--- src/rtl/network_meta_decouple.sv ---
// Per-channel metadata decoupling: each channel is either a registered FIFO or a
// last-value-wins holding register. Optional stats passthrough under NET_META_STATS_EN.

module network_meta_decouple_lane #(
  parameter int DATA_BITS = 48,
  parameter int DEPTH     = 4,
  parameter bit COAL      = 1'b0
) (
  input  logic                      aclk,
  input  logic                      aresetn,
  input  logic                      s_valid,
  output logic                      s_ready,
  input  logic [DATA_BITS-1:0]      s_data,
  output logic                      m_valid,
  input  logic                      m_ready,
  output logic [DATA_BITS-1:0]      m_data,
  output logic [$clog2(DEPTH):0]    m_occ,
  output logic                      m_ovr
);
  localparam int AW = $clog2(DEPTH);
  localparam int OW = AW + 1;

  if (!COAL) begin : g_fifo
    logic [DATA_BITS-1:0] mem_q [DEPTH];
    logic [AW-1:0]        wptr_q, wptr_d, rptr_q, rptr_d;
    logic [OW-1:0]        occ_q, occ_d;
    logic                 push, pop;

    // s_ready depends only on registered occupancy (and reset), never on m_ready
    assign s_ready = aresetn && (occ_q < OW'(DEPTH));
    assign push    = s_valid & s_ready;
    assign m_valid = (occ_q != '0);
    assign pop     = m_valid & m_ready;
    assign m_data  = mem_q[rptr_q];
    assign m_occ   = occ_q;
    assign m_ovr   = 1'b0;

    always_comb begin
      wptr_d = wptr_q;
      rptr_d = rptr_q;
      if (push) wptr_d = wptr_q + AW'(1);
      if (pop)  rptr_d = rptr_q + AW'(1);
      occ_d = occ_q + OW'(push) - OW'(pop);
    end

    always_ff @(posedge aclk) begin
      if (!aresetn) begin
        wptr_q <= '0;
        rptr_q <= '0;
        occ_q  <= '0;
      end else begin
        wptr_q <= wptr_d;
        rptr_q <= rptr_d;
        occ_q  <= occ_d;
      end
    end

    always_ff @(posedge aclk) begin
      if (push) mem_q[wptr_q] <= s_data;
    end
  end else begin : g_coal
    logic [DATA_BITS-1:0] data_q, data_d;
    logic                 vld_q, vld_d, ovr_q, ovr_d;
    logic                 push, pop;

    assign s_ready = aresetn;
    assign push    = s_valid & aresetn;
    assign pop     = vld_q & m_ready;
    assign m_valid = vld_q;
    assign m_data  = data_q;
    assign m_occ   = OW'(vld_q);
    assign m_ovr   = ovr_q;

    // A push that meets a pop hands off cleanly; only an unconsumed value is overwritten
    always_comb begin
      data_d = data_q;
      vld_d  = vld_q;
      ovr_d  = 1'b0;
      if (push) begin
        data_d = s_data;
        vld_d  = 1'b1;
        ovr_d  = vld_q & ~pop;
      end else if (pop) begin
        vld_d  = 1'b0;
      end
    end

    always_ff @(posedge aclk) begin
      if (!aresetn) begin
        data_q <= '0;
        vld_q  <= 1'b0;
        ovr_q  <= 1'b0;
      end else begin
        data_q <= data_d;
        vld_q  <= vld_d;
        ovr_q  <= ovr_d;
      end
    end
  end
endmodule

module network_meta_decouple #(
  parameter int                N_CHAN    = 3,
  parameter int                DATA_BITS = 48,
  parameter int                DEPTH     = 4,
  parameter logic [N_CHAN-1:0] COALESCE  = '0
) (
  input  logic                                 aclk,
  input  logic                                 aresetn,
  input  logic [N_CHAN-1:0]                    s_valid,
  output logic [N_CHAN-1:0]                    s_ready,
  input  logic [N_CHAN*DATA_BITS-1:0]          s_data,
  output logic [N_CHAN-1:0]                    m_valid,
  input  logic [N_CHAN-1:0]                    m_ready,
  output logic [N_CHAN*DATA_BITS-1:0]          m_data,
  output logic [N_CHAN*($clog2(DEPTH)+1)-1:0]  m_occ,
`ifdef NET_META_STATS_EN
  output logic [N_CHAN-1:0]                    m_ovr,
  input  logic [511:0]                         s_stats,
  output logic [511:0]                         m_stats
`else
  output logic [N_CHAN-1:0]                    m_ovr
`endif
);
  localparam int OW = $clog2(DEPTH) + 1;

  for (genvar i = 0; i < N_CHAN; i++) begin : g_lane
    network_meta_decouple_lane #(
      .DATA_BITS (DATA_BITS),
      .DEPTH     (DEPTH),
      .COAL      (COALESCE[i])
    ) u_lane (
      .aclk    (aclk),
      .aresetn (aresetn),
      .s_valid (s_valid[i]),
      .s_ready (s_ready[i]),
      .s_data  (s_data[i*DATA_BITS +: DATA_BITS]),
      .m_valid (m_valid[i]),
      .m_ready (m_ready[i]),
      .m_data  (m_data[i*DATA_BITS +: DATA_BITS]),
      .m_occ   (m_occ[i*OW +: OW]),
      .m_ovr   (m_ovr[i])
    );
  end

`ifdef NET_META_STATS_EN
  logic [511:0] stats_q;
  always_ff @(posedge aclk) begin
    if (!aresetn) stats_q <= '0;
    else          stats_q <= s_stats;
  end
  assign m_stats = stats_q;
`endif
endmodule

--- config.mk ---
export PLATFORM = sky130hd
export DESIGN_NAME = network_meta_decouple
export DESIGN_NICKNAME = d
export VERILOG_FILES = /design/src/rtl/network_meta_decouple.sv
export SDC_FILE = /design/constraint.sdc
export NUM_CORES = 1
export LEC_CHECK = 0
export CAP_MARGIN = 40
export CORE_UTILIZATION = 25
export DETAILED_ROUTE_END_ITERATION = 12
export GPL_TIMING_DRIVEN = 1
export REMOVE_ABC_BUFFERS = 1
export SLEW_MARGIN = 20
export SYNTH_ARGS = -nofsm -noshare
export SYNTH_HDL_FRONTEND = slang
export SYNTH_HIERARCHICAL = 1
export SYNTH_SLANG_ARGS = --single-unit
--- constraint.sdc ---
create_clock -name aclk -period 3.3 [get_ports aclk]
set_input_delay 0.66 -clock aclk [delete_from_list [all_inputs] [get_ports aclk]]
set_output_delay 0.66 -clock aclk [all_outputs]
set_load 0.02 [all_outputs]
==> impl_metrics.py, run 1 <==
metrics = {
    "sta": {
        "relSlewSlack_pct": 60.8,
        "finalHoldViolCount": 0,
        "tns_ns": 0,
        "finalMaxSlewViolations": 0,
        "finalCritPeriodShare_pct": 95.9,
        "fin_hold_ws_ns": 0.511,
        "rsz0062_at_grt": "false",
        "worst_pin_slew_ns": 0.588,
        "fin_skew_ns": 0.0235,
        "fmax_mhz": 316,
        "finalSetupViolations": 0,
        "finalCriticalPeriod_ns": 3.17,
    },
    "synthesis": {
        "avgSynthCellArea_um2": 24.7,
        "ys_warn_count": 6,
        "netlist_area_um2": 22200,
        "synth_top_area_share_pct": 78.0,
        "ys.flop_type": "edfxtp_1",
        "synth_commonest_cells": "edfxtp_1, mux4_2, and2_1, dfxtp_1",
        "seq_area_frac_synth_pct": 80.4,
        "async_flop_share_pct": 0,
        "yosysTopAreaCell": "edfxtp_1",
        "netlist_instances": 897,
        "ys_ff_latch": 603,
        "synth_edf_count": 576,
        "ys_top_cells_by_area": "edfxtp_1, mux4_2, dfxtp_1, ha_1, and2_1",
        "yosysUniqueCellTypes": 20,
        "yosysMostFrequentCell": "edfxtp_1",
    },
    "clock_tree": {
        "cts_tree": "built",
        "path_clk_slew_ns": 0.06,
        "clock_latency_ns": 0.60,
        "clk_path_buf_depth": 3,
        "htree_num_levels": 3,
        "cts_root_buffer": "clkbuf_16",
        "cts_hold_buf": 0,
        "cts_num_sinks": 603,
        "cts-buffers-inserted": 69,
    },
    "critical_path": {
        "crit_type": "flip-flop to output pin",
        "cp_slowest_cell": "clkdlybuf4s50_1",
        "path_cells": "buf_16, mux4_2, clkdlybuf4s50_1",
        "crit_arrival_ns": 2.51,
        "cp-end-kind": "output pin",
        "max_stage_delay_ns": 0.60,
        "cp.required_ns": 2.64,
        "critPathLaunchType": "flip-flop",
        "crit_fanout": 24,
    },
    "route": {
        "postRouteAntennaNets": 0,
        "drt-total-wl_um": 47900,
        "vias": 10400,
        "vias_per_cell": 4.16,
        "drc": 0,
        "dr.first_iter.drc_count": 532,
        "drt-pass1-iter-count": 6,
        "routedWlPerCell_um": 19.2,
    },
    "global_routing": {
        "track_usage_pct": 10.6,
        "grt_start_max_net_pins": 49,
        "grt_remaining_overflow": 0,
        "grt_pass1_vias": 11100,
        "antenna_found_initial": 4,
        "grt_pass1_wl_um": 71300,
    },
    "die": {
        "start_util_pct": 25.4,
        "dieHeight_um": 300,
        "die_area_um2": 89900,
        "core_um2": 87300,
        "rows": 108,
        "io_pins": 314,
        "die_x_um": 300,
    },
    "place": {
        "placed_cell_area_um2": 27100,
        "io_buffers": 310,
        "placedCellCount": 2365,
        "hpwl_um": 30700,
        "place.gp.congestion": 0.720,
    },
    "power_and_ir_drop": {
        "power_density_nw_per_um2": 750,
        "power.leakage_uw": 0.00924,
        "vdd_drop_max_mv": 0.496,
        "finalPower_uw": 22100,
    },
    "flow_run": {
        "maxCapViolCount": 0,
    },
    "cells_and_area": {
        "final_nets": 1457,
        "final_area_um2": 29400,
        "fin_cells": 2492,
        "drive_gt1_share_pct": 22.5,
        "area_delta_synth_final_pct": 32.6,
    },
    "run_status": {
        "status": "finished clean",
    },
    "hold_path": {
        "min_path_type": "flip-flop to flip-flop",
    },
}
[per-stage QoR]
step                      utilization [%]  worst slack, ns
after floorplan                         -           -0.173
after global placement               31.0            0.269
after detailed placement             31.0            0.255
after CTS                            33.7          0.00107
after global routing                 33.7         0.000737
final                                33.7            0.135
[timing repair]
item / in CTS / in global routing
endpoints found under the setup margin: 22 / 7
gates resized for setup: 4 / 4
setup buffers: 3 / 0
[per-layer routing]
metal | vias to the layer above | GRT usage [%] | share of wire (%)
met5 | - | 0 | 0.067
met4 | 4 | 3.16 | 2.0
met3 | 79 | 3.02 | 6.3
met2 | 296 | 17.1 | 48
met1 | 5439 | 13.8 | 43
li1 | 4544 | - | -
[worst max-delay path: cells and delay by family, from the launching register on]
family,cells,cell delay (ns)
muxes,1,0.54
buffers and inverters,2,0.85
DFF,1,0.48
[worst paths after layout]
check                                                  startpoint                                 to  slack [ns]  cells after the start
worst min register to register  g_lane[2].u_lane/g_fifo.wptr_q[1]  g_lane[2].u_lane/g_fifo.wptr_q[1]        0.51                      2
worst max-delay path                                    flip-flop                         m_data[30]        0.13                      3
worst max register to register          g_lane[2].u_lane/m_occ[2]          g_lane[2].u_lane/m_occ[2]        1.12                      8
worst min-delay path            g_lane[2].u_lane/g_fifo.wptr_q[1]  g_lane[2].u_lane/g_fifo.wptr_q[1]        0.51                      2
[kinds of logic after synthesis]
group	share of synthesized area (%)
DFF	80.4
muxes	14.6
buffers and inverters	1.44
and+or+nand+nor	1.32
adders and majority gates	1.29
xor gates and xnor gates	0.592
AOI/OAI and AO/OA	0.305
other	0.0507
[report_power, final]
| group | switching (µW) | internal, µW |
|---|---|---|
| clock network | 3010 | 4540 |
| registers | 245 | 8830 |
| logic | 2630 | 2830 |
| total | 5890 | 16200 |
[area by class of cell]
class / count / area [µm²]
fillers: 8217 / 57900
repair buffers: 352 / 3730
inverters: 18 / 67.6
diodes: 1 / 2.50
clock inverters: 36 / 445
multi-input cells: 240 / 4050
flip-flops and latches: 603 / 17900
clock buffers: 87 / 1840
well taps: 1155 / 1450
[placed cells by master (no fill, tap or decap), types with 12 or more instances in the layout]
master / netlist / routed
and2_1: 27 / 15
and2_2: 0 / 12
buf_12: 0 / 23
buf_4: 9 / 17
clkbuf_1: 6 / 15
clkbuf_16: 0 / 70
clkdlybuf4s50_1: 0 / 304
clkinv_1: 0 / 12
dfxtp_1: 27 / 21
edfxtp_1: 576 / 576
ha_1: 18 / 18
inv_1: 18 / 18
mux4_2: 144 / 144
xnor2_1: 15 / 15
[registers in the layout, summed over array words and instances, names as in the netlist, named ones only]
| signal | flops |
|---|---|
| g_lane.u_lane/g_fifo.mem_q | 576 |
| g_lane.u_lane/g_fifo.rptr_q | 6 |
| g_lane.u_lane/g_fifo.wptr_q | 6 |
| g_lane.u_lane/m_occ | 9 |
Power figures use the tool's default switching activity.
==> run 2: changes to the inputs <==
- GPL_ROUTABILITY_DRIVEN: not set -> 1
==> results of run 2 <==
The final DEF is identical to that of run 1; final timing and power are the same.
